File: config.mk
export PLATFORM = sky130hd
export DESIGN_NAME = id_ex_stage
export DESIGN_NICKNAME = d
export VERILOG_FILES = /design/src/rtl/id_ex_stage.sv
export SDC_FILE = /design/constraint.sdc
export NUM_CORES = 1
export LEC_CHECK = 0
export ABC_AREA = 0
export CORE_UTILIZATION = 40
export CTS_BUF_LIST = sky130_fd_sc_hd__clkbuf_4 sky130_fd_sc_hd__clkbuf_8
export DETAILED_ROUTE_END_ITERATION = 8
export GPL_TIMING_DRIVEN = 0
export PLACE_DENSITY = 0.78
export REMOVE_ABC_BUFFERS = 1
export SLEW_MARGIN = 20
export SYNTH_ARGS = -nofsm -noshare
export SYNTH_HDL_FRONTEND = slang
export SYNTH_SLANG_ARGS = --single-unit
export TNS_END_PERCENT = 20
File: constraint.sdc
create_clock -name clk -period 2.7 [get_ports clk]
set_clock_uncertainty 0.15 [all_clocks]
set_input_delay 0.27 -clock clk [delete_from_list [all_inputs] [get_ports clk]]
set_output_delay 0.27 -clock clk [all_outputs]
set_load 0.02 [all_outputs]
File: src/rtl/id_ex_stage.sv
`default_nettype none
// id_ex_stage: ID/EX pipeline register with load-use hazard detection, bubble
// insertion on flush/hazard, freeze on memory back-pressure and a stall counter.
module id_ex_stage #(
  parameter int DATA_W = 32,
  parameter int REG_W  = 5,
  parameter int CNT_W  = 16
) (
  input  logic              clk,
  input  logic              rst,
  input  logic              id_valid,
  input  logic [REG_W-1:0]  id_rs,
  input  logic [REG_W-1:0]  id_rt,
  input  logic [REG_W-1:0]  id_dst,
  input  logic              id_uses_rs,
  input  logic              id_uses_rt,
  input  logic              id_reg_write,
  input  logic              id_mem_read,
  input  logic [DATA_W-1:0] id_rs_data,
  input  logic [DATA_W-1:0] id_rt_data,
  input  logic              flush,
  input  logic              mem_busy,
  output logic              ex_valid,
  output logic [REG_W-1:0]  ex_rs,
  output logic [REG_W-1:0]  ex_rt,
  output logic [REG_W-1:0]  ex_dst,
  output logic              ex_reg_write,
  output logic              ex_mem_read,
  output logic [DATA_W-1:0] ex_rs_data,
  output logic [DATA_W-1:0] ex_rt_data,
  output logic              stall,
  output logic [CNT_W-1:0]  stall_cnt
);

  logic load_in_ex;
  logic src_match;
  logic load_use;

  // A load writing r0 never produces a usable value, so it can never cause a hazard.
  assign load_in_ex = ex_valid && ex_mem_read && (ex_dst != '0);
  assign src_match  = (id_uses_rs && (id_rs == ex_dst)) ||
                      (id_uses_rt && (id_rt == ex_dst));
  assign load_use   = load_in_ex && id_valid && !flush && src_match;
  assign stall      = !rst && (load_use || mem_busy);

  always_ff @(posedge clk) begin
    if (rst) begin
      ex_valid     <= 1'b0;
      ex_rs        <= '0;
      ex_rt        <= '0;
      ex_dst       <= '0;
      ex_reg_write <= 1'b0;
      ex_mem_read  <= 1'b0;
      ex_rs_data   <= '0;
      ex_rt_data   <= '0;
      stall_cnt    <= '0;
    end else if (mem_busy) begin
      // Freeze: everything holds, and a pending hazard is re-evaluated on release.
    end else if (flush || load_use) begin
      ex_valid     <= 1'b0;
      ex_rs        <= '0;
      ex_rt        <= '0;
      ex_dst       <= '0;
      ex_reg_write <= 1'b0;
      ex_mem_read  <= 1'b0;
      ex_rs_data   <= '0;
      ex_rt_data   <= '0;
      if (!flush && (stall_cnt != '1)) begin
        stall_cnt <= stall_cnt + 1'b1;
      end
    end else begin
      ex_valid     <= id_valid;
      ex_rs        <= id_rs;
      ex_rt        <= id_rt;
      ex_dst       <= id_dst;
      ex_reg_write <= id_reg_write && id_valid;
      ex_mem_read  <= id_mem_read && id_valid;
      ex_rs_data   <= id_rs_data;
      ex_rt_data   <= id_rt_data;
    end
  end

endmodule
`default_nettype wire

==> flow_metrics.env, run 1 <==
export IMPL_cts_sinks=98
export IMPL_die_area_um2=9230
export IMPL_route_detailed_wl_per_inst_um=18.3
export IMPL_floorplan_core_area_um2=8380
export IMPL_syn_cell_area_um2=3540
export IMPL_finalCriticalPeriod_ns=2.58
export IMPL_drt_initial_drc_count=123
export IMPL_max_freq_mhz=388
export IMPL_grt_start_max_net_pins=68
export IMPL_clk_transition_reported_paths_ns=0.09
export IMPL_num_fill_cells=635
export IMPL_wire_length_of_the_first_global_routing_pass_mm=16.3
export IMPL_maxCapViolations=0
export IMPL_vias_per_cell=5.49
export IMPL_path_class="register to primary output"
export IMPL_tritoncts_clock_tree="done"
export IMPL_buffer_ports_inserted=186
export IMPL_post_synth_main_area_contributors="sky130_fd_sc_hd__dfxtp_1 (55%), sky130_fd_sc_hd__a22o_1 (20%), sky130_fd_sc_hd__or4_1 (2.1%), sky130_fd_sc_hd__xor2_1 (2.0%), sky130_fd_sc_hd__o31ai_1 (1.7%)"
export IMPL_crit_path_max_fanout=7
export IMPL_totalWireLength_mm=11.0
export IMPL_synth_seq_cells=98
export IMPL_cts_inserted_buffers=9
export IMPL_num_io_pins=187
export IMPL_drt_pass1_iter_count=4
export IMPL_total_leakage_power_nw=2.14
export IMPL_antenna_left=0
export IMPL_worstPathRequired_ns=2.28
export IMPL_place_area_um2=5510
export IMPL_hold_path_class="register to register"
export IMPL_cts_max_path_buffers=2
export IMPL_nNetsFinal=583
export IMPL_floorplan_initialDensity_pct=42.2
export IMPL_grt_pass1_vias=3244
export IMPL_worstMarginPinSlew_ns=0.937
export IMPL_ys_async_sr_fraction_pct=0
export IMPL_syn_mean_instance_area_um2=11.3
export IMPL_die_y_um=96.1
export IMPL_run_status="complete, no violations"
export IMPL_drive_gt1_share_pct=6.83
export IMPL_synth_top_cell_by_area="sky130_fd_sc_hd__dfxtp_1"
export IMPL_synth_cells=313
export IMPL_die_w_um=96.1
export IMPL_ctsHoldBuffers=0
export IMPL_area_growth_synth_to_finish_pct=63.5
export IMPL_globalRouteTotalUtil_pct=23.5
export IMPL_max_vdd_ir_drop_mv=0.281
export IMPL_fin_util_pct=69.1
export IMPL_clock_root_buffer="sky130_fd_sc_hd__clkbuf_8"
export IMPL_post_dp_hpwl_mm=7.69
export IMPL_antenna_found_initial=0
export IMPL_slew_headroom_pct=37.3
export IMPL_post_synth_top_area_fraction_pct=55.4
export IMPL_total_power_mw=2.83
export IMPL_period_share_pct=95.5
export IMPL_residual_drc_count=0
export IMPL_dr_total_vias=3312
export IMPL_crit_arrival_ns=2.16
export IMPL_timing_final_max_slew_violations=0
export IMPL_final_hold_viol_count=0
export IMPL_power_per_cell_area_nw_per_um2=488
export IMPL_synthFlopType="sky130_fd_sc_hd__dfxtp_1"
export IMPL_synth_enable_flop_cells=0
export IMPL_finish_instance_area_um2=5790
export IMPL_clock_latency_ns=0.36
export IMPL_clock_tree_htree_level_count=3
export IMPL_worst_setup_path_end_kind="primary output"
export IMPL_number_of_rows_in_the_core_area=33
export IMPL_synth_lib_cells_used_distinct=39
export IMPL_grt_ovfl_total=0
export IMPL_num_antenna_cells=0
export IMPL_synth_sequential_area_ratio_pct=55.4
export IMPL_gp_congestion=0.821
export IMPL_start_kind="register"
export IMPL_yosys_warn_count=0
export IMPL_final_setup_violations=0
[path summary, 6_finish.rpt]
check	slack, ns	endpoint	from	depth (start not counted)
min	0.33	ex_rs_data[10]$_SDFFE_PP0N_	ex_rs_data[10]$_SDFFE_PP0N_	1
max	0.12	stall	ex_dst[4]$_SDFFE_PP0N_	6
max reg2reg	0.22	stall_cnt[6]$_SDFFE_PP0P_	ex_dst[4]$_SDFFE_PP0N_	7
min reg2reg	0.33	ex_rs_data[10]$_SDFFE_PP0N_	ex_rs_data[10]$_SDFFE_PP0N_	1
[critical path, stage by stage (launching register included)]
cell and delay [ns]:
sky130_fd_sc_hd__dfxtp_4 0.40, sky130_fd_sc_hd__xor2_1 0.20, sky130_fd_sc_hd__nor4_4 0.38, sky130_fd_sc_hd__a32oi_4 0.18, sky130_fd_sc_hd__nor2_1 0.20, sky130_fd_sc_hd__o21ba_2 0.15
sky130_fd_sc_hd__clkdlybuf4s15_1 0.29
[state kept, by name, summed over array words and instances (netlist names)]
| register | flops |
|---|---|
| ex_dst | 5 |
| ex_rs | 5 |
| ex_reg_write | 1 |
| ex_rt_data | 32 |
| ex_mem_read | 1 |
| stall_cnt | 16 |
| ex_rt | 5 |
| ex_rs_data | 32 |
| ex_valid | 1 |
[power breakdown]
part	internal, mW	switching [mW]	leakage [nW]	total (mW)
clock network	0.362	0.504	0.0891	0.867
logic	0.251	0.184	1.25	0.435
registers	1.49	0.0317	0.799	1.52
total	2.11	0.720	2.14	2.83
[Yosys cell counts, types with 3 or more instances]
master                     count
sky130_fd_sc_hd__dfxtp_1      98
sky130_fd_sc_hd__a22o_1       80
sky130_fd_sc_hd__buf_2        11
sky130_fd_sc_hd__clkbuf_1     11
sky130_fd_sc_hd__a21oi_1      10
sky130_fd_sc_hd__or4_1        10
sky130_fd_sc_hd__nor2_1        8
sky130_fd_sc_hd__o31ai_1       8
sky130_fd_sc_hd__xor2_1        8
sky130_fd_sc_hd__nand2_1       7
sky130_fd_sc_hd__and3_1        6
sky130_fd_sc_hd__nor2b_1       6
sky130_fd_sc_hd__nor4_1        6
sky130_fd_sc_hd__mux2_1        5
sky130_fd_sc_hd__nand4_1       5
sky130_fd_sc_hd__and4_1        3
sky130_fd_sc_hd__nand3_1       3
sky130_fd_sc_hd__o21ai_1       3
[cell usage in the layout (no fill, tap or decap), drive strengths merged, types with 3 or more instances in the layout]
master	instances
a21oi	10
a22o	80
and3	6
and4	3
buf	7
clkbuf	10
clkdlybuf4s50	185
dfxtp	98
inv	4
mux2	5
nand2	7
nand3	3
nand4	5
nor2	8
nor2b	6
nor4	7
o21ai	6
o31ai	8
or4	10
xor2	8
[repair_timing]
| action | 4_1_cts | 5_1_grt |
|---|---|---|
| gates cloned | 2 | 0 |
| setup endpoints to repair | 72 | 1 |
| pin swaps | 3 | 1 |
| buffers inserted | 3 | 1 |
| resized for setup | 9 | 2 |
[layer usage]
metal | global-route usage (%) | routed length (um) | part of all wire, %
met1 | 26.7 | 4320 | 39
met2 | 39.2 | 5430 | 49
met3 | 9.08 | 1040 | 9.5
met4 | 9.58 | 212 | 1.9
met5 | 0 | 0 | 0
[kinds of logic (layout without fill, tap and decap cells)]
| family | after synthesis | after routing | synth area share [%] |
|---|---|---|---|
| buffers and inverters | 27 | 210 | 3.57 |
| multiplexers | 5 | 5 | 1.59 |
| AO/OA/AOI/OAI | 111 | 113 | 26.0 |
| adder cells (fa/ha/maj) | 1 | 1 | 0.353 |
| AND/OR/NAND/NOR | 61 | 61 | 10.6 |
| XOR/XNOR | 10 | 10 | 2.47 |
| flip-flops | 98 | 98 | 55.4 |
[cell type report]
cell class                      instances  area [um^2]  area share [%]
Sequential cell                        98         1970            33.9
Multi-Input combinational cell        190         1540            26.6
Clock buffer                           10          138            2.38
Tap cell                              105          131            2.27
Timing Repair Buffer                  193         1970            34.0
Inverter                                2         7.51           0.130
Clock inverter                          5         38.8           0.670
[per-stage QoR]
step | cells | hold slack, ns | worst slack [ns] | setup TNS, ns
floorplan | 288 | 0.186 | -0.944 | -77.10
global placement | 579 | 0.300 | -3.36 | -274.21
detailed placement | 582 | 0.307 | -0.711 | -31.30
CTS | 602 | 0.333 | 0.103 | 0
finish | 603 | 0.330 | 0.121 | 0
global route | 603 | 0.341 | -0.00612 | -0.00612
(Power assumes the default switching activity.)
==> run 2, diff against run 1 <==
==> constraint.sdc (replaced) <==
create_clock -name clk -period 2.9 [get_ports clk]
set_clock_uncertainty 0.15 [all_clocks]
set_input_delay 0.29 -clock clk [delete_from_list [all_inputs] [get_ports clk]]
set_output_delay 0.29 -clock clk [all_outputs]
set_load 0.02 [all_outputs]
==> run 2 against run 1 <==
Sequential power fell by 7%. Critical path depth stayed put. Flip-flop and latch count did not move. Hold slack unchanged. First-iteration DRC count unchanged. Sequential share of layout area barely moved. Die area unchanged. Combinational power is 6.9% lower. Global-route usage is the same. Critical endpoint unchanged. Worst setup slack better by 0.26 ns. Design area barely moved. Clock power down 6.9%.
==> flow_metrics.env, run 2 (synthesis gave the netlist of run 1 again) <==
export IMPL_cts_max_path_buffers=2
export IMPL_post_dp_hpwl_mm=7.69
export IMPL_crit_path_max_fanout=7
export IMPL_crit_buf_inv=1
export IMPL_path_class="register to primary output"
export IMPL_worst_setup_path_end_kind="primary output"
export IMPL_die_y_um=96.1
export IMPL_grt_setup_unrepaired="no"
export IMPL_place_detailed_instances=582
export IMPL_vias_per_cell=5.51
export IMPL_buffer_ports_inserted=186
export IMPL_num_io_pins=187
export IMPL_number_of_rows_in_the_core_area=33
export IMPL_gp_congestion=0.821
export IMPL_maxCapViolations=0
export IMPL_nNetsFinal=583
export IMPL_critical_path_cell_chain="xor2_1 -> nor4_4 -> a32oi_4 -> nor2_1 -> o21ba_2 -> dlymetal6s2s_1"
export IMPL_power_switching_mw=0.670
export IMPL_antenna_found_initial=0
export IMPL_worstPathRequired_ns=2.46
export IMPL_clock_latency_ns=0.36
export IMPL_post_layout_cell_count=603
export IMPL_grt_start_max_net_pins=68
export IMPL_sw_frac_of_total_pct=25.5
export IMPL_tritoncts_clock_tree="done"
export IMPL_crit_family="simple AND/OR/NAND/NOR gates"
export IMPL_sum_of_negative_setup_slack_ns=0
export IMPL_cts_sinks=98
export IMPL_floorplan_initialDensity_pct=42.2
export IMPL_max_vdd_ir_drop_mv=0.261
export IMPL_die_area_um2=9230
export IMPL_largest_registers="ex_rs_data (32), ex_rt_data (32), stall_cnt (16)"
export IMPL_place_area_um2=5510
export IMPL_hold_path_class="register to register"
export IMPL_clock_power_share_pct=30.7
export IMPL_dr_total_vias=3324
export IMPL_drt_pass1_iter_count=4
export IMPL_p_int_mw=1.96
export IMPL_power_per_cell_area_nw_per_um2=454
export IMPL_run_status="complete, no violations"
export IMPL_total_leakage_power_nw=2.15
export IMPL_worstMarginPinSlew_ns=0.928
export IMPL_clk_transition_reported_paths_ns=0.09
export IMPL_fin_util_pct=69.1
export IMPL_max_freq_mhz=397
export IMPL_slew_headroom_pct=37.9
export IMPL_num_fill_cells=633
export IMPL_area_growth_synth_to_finish_pct=63.6
export IMPL_timing_final_max_slew_violations=0
export IMPL_final_hold_viol_count=0
export IMPL_globalRouteTotalUtil_pct=23.5
export IMPL_final_setup_violations=0
export IMPL_drive_gt1_share_pct=6.83
export IMPL_start_kind="register"
export IMPL_clock_tree_htree_level_count=3
export IMPL_finish_instance_area_um2=5790
export IMPL_setup_ws_ns=0.382
export IMPL_worst_path_largest_cell_delay_ns=0.40
export IMPL_finalCriticalPeriod_ns=2.52
export IMPL_place_worst_setup_slack_ns=-0.551
export IMPL_period_share_pct=86.8
export IMPL_drt_initial_drc_count=123
export IMPL_residual_drc_count=0
export IMPL_num_antenna_cells=0
export IMPL_most_used_cells_in_the_layout_excluding_fill_and_tap_cells="sky130_fd_sc_hd__clkdlybuf4s50_1 (185), sky130_fd_sc_hd__dfxtp_1 (97), sky130_fd_sc_hd__a22o_1 (80)"
export IMPL_mostFrequentLayoutCell="sky130_fd_sc_hd__clkdlybuf4s50_1"
export IMPL_grt_pass1_vias=3244
export IMPL_pwr_share_comb_pct=15.4
export IMPL_clock_root_buffer="sky130_fd_sc_hd__clkbuf_8"
export IMPL_seq_power_share_pct=53.9
export IMPL_cts_inserted_buffers=9
export IMPL_floorplan_core_area_um2=8380
export IMPL_antenna_left=0
export IMPL_die_w_um=96.1
export IMPL_crit_arrival_ns=2.08
export IMPL_finalHoldWorstSlack_ns=0.330
export IMPL_worst_path_slowest_cell="sky130_fd_sc_hd__dfxtp_4"
export IMPL_grt_ovfl_total=0
export IMPL_total_power_mw=2.63
export IMPL_totalWireLength_mm=11.0
export IMPL_wire_length_of_the_first_global_routing_pass_mm=16.3
export IMPL_route_detailed_wl_per_inst_um=18.3
==> run 2: cell count changes in the layout (fill, tap and decap cells not counted), sizes merged <==
cell | before | now
dlymetal6s2s | 0 | 1
clkdlybuf4s15 | 1 | 0
==> run 2: path summary, 6_finish.rpt <==
path,startpoint,slack (ns),to,cells past startpoint
worst min-delay path,ex_rs_data[10]$_SDFFE_PP0N_,0.33,ex_rs_data[10]$_SDFFE_PP0N_,1
worst max-delay path,ex_dst[4]$_SDFFE_PP0N_,0.38,stall,6
worst min register to register,ex_rs_data[10]$_SDFFE_PP0N_,0.33,ex_rs_data[10]$_SDFFE_PP0N_,1
worst max register to register,ex_dst[4]$_SDFFE_PP0N_,0.42,stall_cnt[6]$_SDFFE_PP0P_,7
==> run 2: cell type report <==
| class | count | area, um^2 | area share [%] |
|---|---|---|---|
| Clock buffer | 10 | 138 | 2.38 |
| Clock inverter | 5 | 38.8 | 0.670 |
| Inverter | 2 | 7.51 | 0.130 |
| Multi-Input combinational cell | 190 | 1540 | 26.6 |
| Sequential cell | 98 | 1970 | 33.9 |
| Tap cell | 105 | 131 | 2.27 |
| Timing Repair Buffer | 193 | 1970 | 34.0 |
==> run 2: power by group through the flow <==
stage                     combinational, mW  sequential (mW)  clock [mW]
after floorplan                      0.0817             1.50           0
after global placement                0.373             1.45           0
after detailed placement              0.388             1.45           0
after CTS                             0.406             1.42       0.829
after global routing                  0.428             1.42       0.879
final                                 0.405             1.42       0.807
==> run 2: metal layers <==
layer | share of wire [%] | up-vias | track usage, % | wire (um)
met5 | 0 | - | 0 | 0
met1 | 39 | 1573 | 26.7 | 4320
met2 | 49 | 154 | 39.2 | 5440
met3 | 9.6 | 20 | 9.08 | 1060
met4 | 1.8 | 0 | 9.58 | 199
li1 | - | 1577 | - | -
==> run 2: repair_timing <==
action / in CTS / in global routing
setup buffers: 3 / 1
resized for setup: 8 / 2
hold buffers: 0 / 0
hold endpoints to repair: 0 / 0
setup endpoints to repair: 68 / 1
pin swaps: 3 / 1
gates cloned: 2 / 0
